## src/rtl/inflation_stream_sequencer.sv

```systemverilog
// Frame sequencer in front of the map-inflation engine: gates the input stream into
// a weight phase and a row phase, counts result beats, generates TLAST and status flags.
module inflation_stream_sequencer #(
  parameter int KERNEL_SIZE   = 3,
  parameter int DATA_WIDTH    = 8,
  parameter int WEIGHT_WIDTH  = 8,
  parameter int BUS_WIDTH     = 32,
  parameter int ROW_CNT_WIDTH = 16,
  parameter int OUT_WIDTH     = (DATA_WIDTH + WEIGHT_WIDTH + KERNEL_SIZE) * KERNEL_SIZE
) (
  input  logic                     clk,
  input  logic                     rst,
  input  logic                     cfg_start,
  input  logic                     cfg_abort,
  input  logic [ROW_CNT_WIDTH-1:0] cfg_rows,
  output logic                     busy,
  output logic                     done,
  output logic                     err_tlast,
  output logic                     err_cfg,
  input  logic [BUS_WIDTH-1:0]     s_axis_tdata,
  input  logic                     s_axis_tvalid,
  input  logic                     s_axis_tlast,
  output logic                     s_axis_tready,
  output logic [BUS_WIDTH-1:0]     e_axis_tdata,
  output logic                     e_axis_tvalid,
  input  logic                     e_axis_tready,
  input  logic [OUT_WIDTH-1:0]     r_axis_tdata,
  input  logic                     r_axis_tvalid,
  output logic                     r_axis_tready,
  output logic [OUT_WIDTH-1:0]     m_axis_tdata,
  output logic                     m_axis_tvalid,
  input  logic                     m_axis_tready,
  output logic                     m_axis_tlast
);

  localparam int WBEATS = (KERNEL_SIZE * KERNEL_SIZE * WEIGHT_WIDTH + BUS_WIDTH - 1) / BUS_WIDTH;
  localparam int RBEATS = (KERNEL_SIZE * DATA_WIDTH + BUS_WIDTH - 1) / BUS_WIDTH;

  typedef enum logic [2:0] {
    S_IDLE   = 3'd0,
    S_LOAD_W = 3'd1,
    S_STREAM = 3'd2,
    S_DRAIN  = 3'd3,
    S_DONE   = 3'd4
  } state_t;

  state_t                   state_q;
  logic [ROW_CNT_WIDTH-1:0] rows_q;
  logic [31:0]              in_cnt_q;
  logic [31:0]              out_cnt_q;
  logic                     err_tlast_q;
  logic                     err_cfg_q;

  logic        in_en_s;
  logic        out_en_s;
  logic        in_beat_s;
  logic        out_beat_s;
  logic [31:0] rows32_s;
  logic [31:0] total_s;
  logic        in_last_s;
  logic        out_last_s;

  assign in_en_s    = (state_q == S_LOAD_W) || (state_q == S_STREAM);
  assign out_en_s   = in_en_s || (state_q == S_DRAIN);
  assign rows32_s   = 32'(rows_q);
  assign total_s    = 32'(WBEATS) + rows32_s * 32'(RBEATS);
  assign in_last_s  = (in_cnt_q == total_s - 32'd1);
  assign out_last_s = (out_cnt_q == rows32_s - 32'd1);

  // Pure pass-through: the sequencer never buffers, it only opens and closes the gates.
  assign e_axis_tdata  = s_axis_tdata;
  assign e_axis_tvalid = s_axis_tvalid & in_en_s;
  assign s_axis_tready = e_axis_tready & in_en_s;
  assign m_axis_tdata  = r_axis_tdata;
  assign m_axis_tvalid = r_axis_tvalid & out_en_s;
  assign r_axis_tready = m_axis_tready & out_en_s;
  assign m_axis_tlast  = m_axis_tvalid & out_last_s;

  assign in_beat_s  = s_axis_tvalid & s_axis_tready;
  assign out_beat_s = m_axis_tvalid & m_axis_tready;

  assign busy      = (state_q != S_IDLE);
  assign done      = (state_q == S_DONE);
  assign err_tlast = err_tlast_q;
  assign err_cfg   = err_cfg_q;

  // Frame FSM with beat counters and sticky error flags.
  always_ff @(posedge clk) begin
    if (rst) begin
      state_q     <= S_IDLE;
      rows_q      <= '0;
      in_cnt_q    <= 32'd0;
      out_cnt_q   <= 32'd0;
      err_tlast_q <= 1'b0;
      err_cfg_q   <= 1'b0;
    end else if (cfg_abort) begin
      state_q   <= S_IDLE;
      in_cnt_q  <= 32'd0;
      out_cnt_q <= 32'd0;
    end else begin
      if (cfg_start && (cfg_rows != '0)) begin
        err_cfg_q <= 1'b0;
      end
      if (in_beat_s) begin
        in_cnt_q <= in_cnt_q + 32'd1;
        if (s_axis_tlast != in_last_s) begin
          err_tlast_q <= 1'b1;
        end
      end
      // Saturate at rows so an early final result still lets DRAIN exit.
      if (out_beat_s && (out_cnt_q != rows32_s)) begin
        out_cnt_q <= out_cnt_q + 32'd1;
      end
      case (state_q)
        S_IDLE: begin
          if (cfg_start) begin
            if (cfg_rows != '0) begin
              rows_q      <= cfg_rows;
              in_cnt_q    <= 32'd0;
              out_cnt_q   <= 32'd0;
              err_tlast_q <= 1'b0;
              state_q     <= S_LOAD_W;
            end else begin
              err_cfg_q <= 1'b1;
            end
          end
        end
        S_LOAD_W: begin
          if (in_beat_s && (in_cnt_q == 32'(WBEATS) - 32'd1)) begin
            state_q <= S_STREAM;
          end
        end
        S_STREAM: begin
          if (in_beat_s && in_last_s) begin
            state_q <= S_DRAIN;
          end
        end
        S_DRAIN: begin
          if ((out_beat_s && out_last_s) || (out_cnt_q == rows32_s)) begin
            state_q <= S_DONE;
          end
        end
        S_DONE: begin
          state_q <= S_IDLE;
        end
        default: begin
          state_q <= S_IDLE;
        end
      endcase
    end
  end

endmodule

```

## config.mk

```make
export PLATFORM = sky130hd
export DESIGN_NAME = inflation_stream_sequencer
export DESIGN_NICKNAME = d
export VERILOG_FILES = /design/src/rtl/inflation_stream_sequencer.sv
export SDC_FILE = /design/constraint.sdc
export NUM_CORES = 1
export LEC_CHECK = 0
export BUFFER_PORTS_ARGS = -buffer_cell sky130_fd_sc_hd__buf_4
export CORE_MARGIN = 5
export CORE_UTILIZATION = 44
export DETAILED_ROUTE_END_ITERATION = 7
export PLACE_DENSITY_LB_ADDON = 0.3
export SLEW_MARGIN = 30
export SYNTH_ARGS = -nofsm -noshare
export SYNTH_HDL_FRONTEND = slang
export SYNTH_SLANG_ARGS = --single-unit
```

## constraint.sdc

```tcl
create_clock -name clk -period 3.4 [get_ports clk]
set_input_delay 0 -clock clk [delete_from_list [all_inputs] [get_ports clk]]
set_output_delay 0 -clock clk [all_outputs]
set_load 0.05 [all_outputs]
```

Yosys cells after proc, flatten, opt, wreduce, memory -nomap -nowiden
Cells that the tools add are included.
{"block": "word_totals", "in_bits": 114, "ramBits": 0, "rom_bits": 0, "latchBits": 0, "reg_bits": 85, "memories": 0}
{"block": "classes", "order_cmp": 0, "n_mux": 23, "bitwise_logic": 8, "eq_ne": 15, "n_reduce_logical": 14, "n_addsub": 5, "mul": 0, "shifts": 0, "div": 0}
{"op": "two-way mux 32 bit", "count": 8}
{"op": "adder 32 x 1 -> 32 bit, second input constant", "count": 2}
{"op": "equality test 32 bit", "count": 2}
{"op": "equality test 32 x 16 -> 1 bit", "count": 1}
{"op": "equality test 32 x 2 -> 1 bit, second input constant", "count": 1}
{"op": "inequality test 32 x 16 -> 1 bit", "count": 1}
{"op": "subtractor 17 x 1 -> 18 bit, second input constant", "count": 1}
{"op": "adder 2 x 16 -> 17 bit, first input constant", "count": 1}
{"op": "subtractor 16 x 1 -> 17 bit, second input constant", "count": 1}
{"op": "nonzero test 16 bit", "count": 1}
{"op": "two-way mux 3 bit", "count": 5}
{"op": "case mux 3 bit (4 select lines)", "count": 1}
{"op": "two-way mux 1 bit", "count": 9}
{"op": "bitwise AND 1 bit", "count": 7}
{"op": "equality test 3 x 2 -> 1 bit, second input constant", "count": 2}
{"op": "inequality test 2 x 1 -> 1 bit, second input constant", "count": 3}
{"op": "logical AND 1 bit", "count": 5}
{"op": "AND reduction 5 bit", "count": 1}
{"op": "inequality test 2 bit, second input constant", "count": 2}
{"op": "AND reduction 4 bit", "count": 1}
{"op": "equality test 3 x 1 -> 1 bit, second input constant", "count": 1}
{"op": "equality test 3 bit, second input constant", "count": 1}
{"op": "logical NOT 3 bit", "count": 1}
{"op": "logical OR 1 bit", "count": 3}
{"op": "other kinds (4)", "count": 4}

Longest topological paths before layout
{"block": "depth", "depth_word": 10, "ltp_mapped": 11}

Least setup slack after synthesis
OpenSTA, ideal clock, no wires.
{"block": "synth_timing", "kind": "flip-flop to flip-flop", "start": "register rows_q[0]", "end": "register state_q[0]", "t_arrival_ns": 2.715, "setup_slack_ns": 0.613, "period_less_slack_ns": 2.787, "path_stages_with_launch": 12, "setup_time_ns": 0.072, "path_buffers": 1, "required_ns": 3.328, "cell_sequence": "dfxtp_1 clkbuf_1 inv_1 ha_1 or4b_4 and2b_1 and4b_1 mux2_2 a211oi_1 nand4_1 a21oi_2 mux2i_1"}
{"block": "synth_between", "elab_chain_len": 6}
{"item": "start, declared", "line_no": "48", "source": "logic [ROW_CNT_WIDTH-1:0] rows_q;"}
{"item": "start signal, assigned", "line_no": "118", "source": "rows_q <= cfg_rows;"}
{"item": "adder 2 x 16 -> 17 bit or subtractor 16 x 1 -> 17 bit (tied branches)", "line_no": "66, 68"}
{"item": "subtractor 17 x 1 -> 18 bit or equality test 32 bit (tied branches)", "line_no": "67, 68"}
{"item": "equality test 32 bit or logical AND 1 bit (tied branches)", "line_no": "67, 139"}
{"item": "logical AND 1 bit or logical OR 1 bit (tied branches)", "line_no": "134, 139"}
{"item": "inequality test 2 x 1 -> 1 bit (no source line)"}
{"item": "AND reduction 5 bit (no source line) *"}
{"item": "end signal, assigned", "line_no": "135", "source": "state_q <= S_DRAIN;"}
{"item": "end signal, assigned", "line_no": "140", "source": "state_q <= S_DONE;"}
{"item": "end signal, assigned", "line_no": "144", "source": "state_q <= S_IDLE;"}
{"item": "end, declared", "line_no": "47", "source": "state_t state_q;"}
Mark *: on every way between the ends. The rest lies on a longest branch, timed or not.
A chain may end at the register's enable or synchronous reset.

Final worst setup path
{"block": "layout_timing", "start": "register rows_q[0]", "end": "output port m_axis_tlast"}
{"block": "layout_between", "elab_chain_len": 3}
{"item": "subtractor 16 x 1 -> 17 bit", "line_no": "68", "source": "assign out_last_s = (out_cnt_q == rows32_s - 32'd1);"}
{"item": "equality test 32 bit", "line_no": "68"}
{"item": "bitwise AND 1 bit", "line_no": "77", "source": "assign m_axis_tlast = m_axis_tvalid & out_last_s;"}
{"item": "end, declared", "line_no": "33", "source": "output logic m_axis_tlast"}
Every way passes these cells.

==> metrics.md <==
| Metric | Value |
|---|---|
| Yosys warns | `0` |
| CP required | `3.40 ns` |
| RSZ-0062 raised after global routing | `false` |
| Sequential power share | `0.423` |
| Hold Vio Cnt, Final | `0` |
| Grt ovf | `0` |
| GRT Util Overall | `0.177` |
| Post-synthesis cell type count | `63` |
| Num rows | `42` |
| Area growth syn-to-layout | `6.31%` |
| Root Driver | `clkbuf_16` |
| Reg2reg setup slack | `approximately 0.4 ns` |
| Post-Syn Instances | `713` |
| Total CTS buffers | `9` |
| Fin Hold WS | `around 0.000018 ns` |
| Most common flop cell mapped by yosys | `dfxtp_1` |
| Crit path DAT | `approximately 3.2 ns` |
| R2r endpoint | `state_q[0]` |
| DP Wirelength | `between 9000 and 10,000 um` |
| Vias | `4,685` |
| Worst setup EP type | `output pin` |
| Routability cong. | `0.865` |
| # IOs | `~210` |
| Port bufs | `33` |
| Post-CTS Setup Inserts | `0` |
| Number of global-route vias before repair | `4,691` |
| CTS tree | `done` |
| Layout Nets | `790` |
| Post-CTS resize count | `0` |
| Post-layout minimum cycle time | `3.16 ns` |
| Synth Net Count | `~830` |
| Crit path max fanout | `8` |
| Initial antenna violation count | `0` |
| Share of synthesized registers carrying an async set or reset | `0` |
| EDFF count, synth | `0` |
| CORE AREA | `approximately 13,000 um^2` |
| Layout cell share with drive strength beyond 1 | `0.108` |
| Hold-critical path depth | `0` |
| Maxcap violations | `0` |
| Slowest cell on the critical path | `or4b_4` |
| CTS H-Tree Depth | `3` |
| Most common cell after layout, fill and taps aside | `nor2_1` |
| Starting density of the core | `0.443` |
| Setup violators final | `0` |
| Die X | `about 120 um` |
| Mapped Area | `5790 um^2` |
| Worst Setup Path Type | `reg2out` |
| Worst hold-check path type | `in2out` |
| Power after layout | `0.00247 W` |
| Antenna diodes | `0` |
| Worst hold start | `r_axis_tdata[40]` |
| Routed Antenna Nets | `0` |
| Largest net degree at the start of global routing | `34` |
| DR vias/cell | `5.51` |
| Average wire per standard cell | `around 16 um` |
| Final period util | `0.928` |
| Critical path, cell by cell | `inv_1, ha_1, or4b_4, and2b_1, and4b_1, mux2_2, a211oi_1, and4_2, buf_4` |
| Worst Max-Slew Pin Slew | `about 0.88 ns` |
| Worst stage delay on the critical path | `0.50 ns` |
| Drt total wl | `approximately 14,000 um` |
| Multi-input logic area | `3230 um^2` |
| Logic pwr share | `0.132` |
| CTS clk-pin slew, worst paths | `roughly 0.06 ns` |
| Setup Skew | `between 0.006 and 0.007 ns` |
| 1st-iter DRT viols | `about 260` |
| WHS Endpoint | `m_axis_tdata[40]` |
| Setup TNS | `0 ns` |
| Commonest non-fill, non-tap cells in the layout | `95 x nor2_1, 85 x dfxtp_1, 53 x xnor2_1, 50 x xor2_1, 45 x nand2_1` |
| Psw | `slightly above 0.0006 W` |
| P per Cell Area | `~400 nW/um^2` |
| Power Internal | `0.00185 W` |
| Maximum VDD drop | `approximately 0.00023 V` |
| Skew-Pair Late Insertion Delay | `between 0.3 and 0.4 ns` |
| R2R depth | `10` |
| Final slew viol count | `0` |
| Final Util | `0.471` |
| Sinks on Clock Net | `85` |
| Startpoint types | `flip-flop` |
| Register area share after synthesis | `0.294` |
| Leak | `between 2 and 2.5 nW` |
| Fmax | `about 0.32 GHz` |
| Die Y | `approximately 120 um` |
| DRT Pass-1 Iters | `5` |
| DRC | `0` |
| Reg area | `1700 um^2` |
| Fraction of power spent switching nets | `0.251` |
| Slew margin rel. | `0.412` |
| R2r startpoint | `rows_q[0]` |
| First-pass GRT wire length | `approximately 23,000 um` |
| Clock power frac | `0.445` |
| Synth Register Bits | `85` |
| Syn_area_per_cell | `between 8 and 9 um^2` |
| Outcome | `finished clean` |
| Max Root-Sink Buffers | `2` |
| Die area | `between 15,000 and 20,000 um^2` |
| Filler cell count | `about 1,200` |
-- cell usage after synthesis (5+ instances only) --
cell type   n  area share
xnor2_1    53       0.080
nor3_1      8      0.0069
nand2b_1    6      0.0065
nor2b_1     5      0.0054
nand3b_1    6      0.0078
xor2_1     50       0.076
a21oi_1    15       0.013
mux2i_1    18       0.031
clkbuf_1   23       0.015
and4_1      5      0.0076
nor2_1     95       0.062
and3_1     13       0.014
inv_1      10      0.0065
dfxtp_1    85        0.29
nand3_1    29       0.025
o21ai_0    10      0.0086
nor4_1     21       0.023
or3_1       9      0.0097
and2_1      8      0.0086
nand4_1    28       0.030
ha_1        6       0.013
o211ai_1    5      0.0065
buf_2      12       0.010
nand2_1    45       0.029
buf_4      90        0.12
-- worst max-delay path by stage --
stage | to | startpoint | depth (start not counted)
CTS | m_axis_tlast | rows_q[0] | 9
global placement | state_q[0] | rows_q[0] | 10
detailed placement | state_q[0] | rows_q[0] | 10
global route | m_axis_tlast | rows_q[0] | 9
floorplan | state_q[0] | rows_q[0] | 11
finish | m_axis_tlast | rows_q[0] | 9
-- cell families (layout without fill, tap and decap cells) --
logic type / count (synthesis) / after routing / synth area share
DFF: 85 / 85 / 0.294
and+or+nand+nor: 306 / 306 / 0.286
buffers and inverters: 136 / 98 / 0.150
muxes: 19 / 19 / 0.0331
AOI/OAI and AO/OA: 58 / 58 / 0.0685
xor gates and xnor gates: 103 / 103 / 0.156
adders and majority gates: 6 / 6 / 0.0130
-- stage by stage --
| step | setup slack (ns) | std cells | cell area [um^2] |
|---|---|---|---|
| after floorplan | 0.613 | 713 | 5790 |
| after global placement | 0.526 | 803 | 5500 |
| after detailed placement | 0.407 | 803 | 5500 |
| after CTS | 0.231 | 851 | 6160 |
| after global routing | 0.0908 | 851 | 6160 |
| final | 0.244 | 851 | 6160 |
-- power groups by stage --
stage	combinational [W]	clock (W)	sequential, W
after global routing	0.000359	0.00116	0.00105
after floorplan	0.000522	0	0.00104
final	0.000327	0.00110	0.00105
after global placement	0.000292	0	0.00107
after detailed placement	0.000297	0	0.00107
after CTS	0.000327	0.00112	0.00104
-- final cells by class --
type / instances / area share
clock buffers: 11 / 0.0410
well taps: 176 / 0.0358
flip-flops and latches: 85 / 0.276
multi-input cells: 492 / 0.525
clock inverters: 5 / 0.0132
inverters: 10 / 0.00610
repair buffers: 72 / 0.103
-- routing by layer --
metal	track usage	vias to the layer above	share of wire
li1	-	2278	-
met1	0.205	2209	0.42
met2	0.302	125	0.48
met3	0.0467	73	0.057
met4	0.0870	0	0.041
met5	0	-	0
-- repair_timing --
action,CTS,global route
hold buffers,32,0
endpoints found under the hold margin,19,0
setup endpoints to repair,0,0
-- worst max-delay path, delay by kind of cell (launching register included) --
| kind | cells | cell delay, ns |
|---|---|---|
| adders and majority gates | 1 | 0.23 |
| buffers and inverters | 2 | 0.29 |
| AOI/OAI and AO/OA | 1 | 0.24 |
| and+or+nand+nor | 4 | 1.31 |
| muxes | 1 | 0.34 |
| DFF | 1 | 0.39 |
-- flip-flops by register name (all words and copies together), names as in the netlist, named ones only --
signal	cells
err_tlast	1
in_cnt_q	32
out_cnt_q	32
state_q	3
rows_q	16
Note: power is estimated with default switching activity, not from simulation.
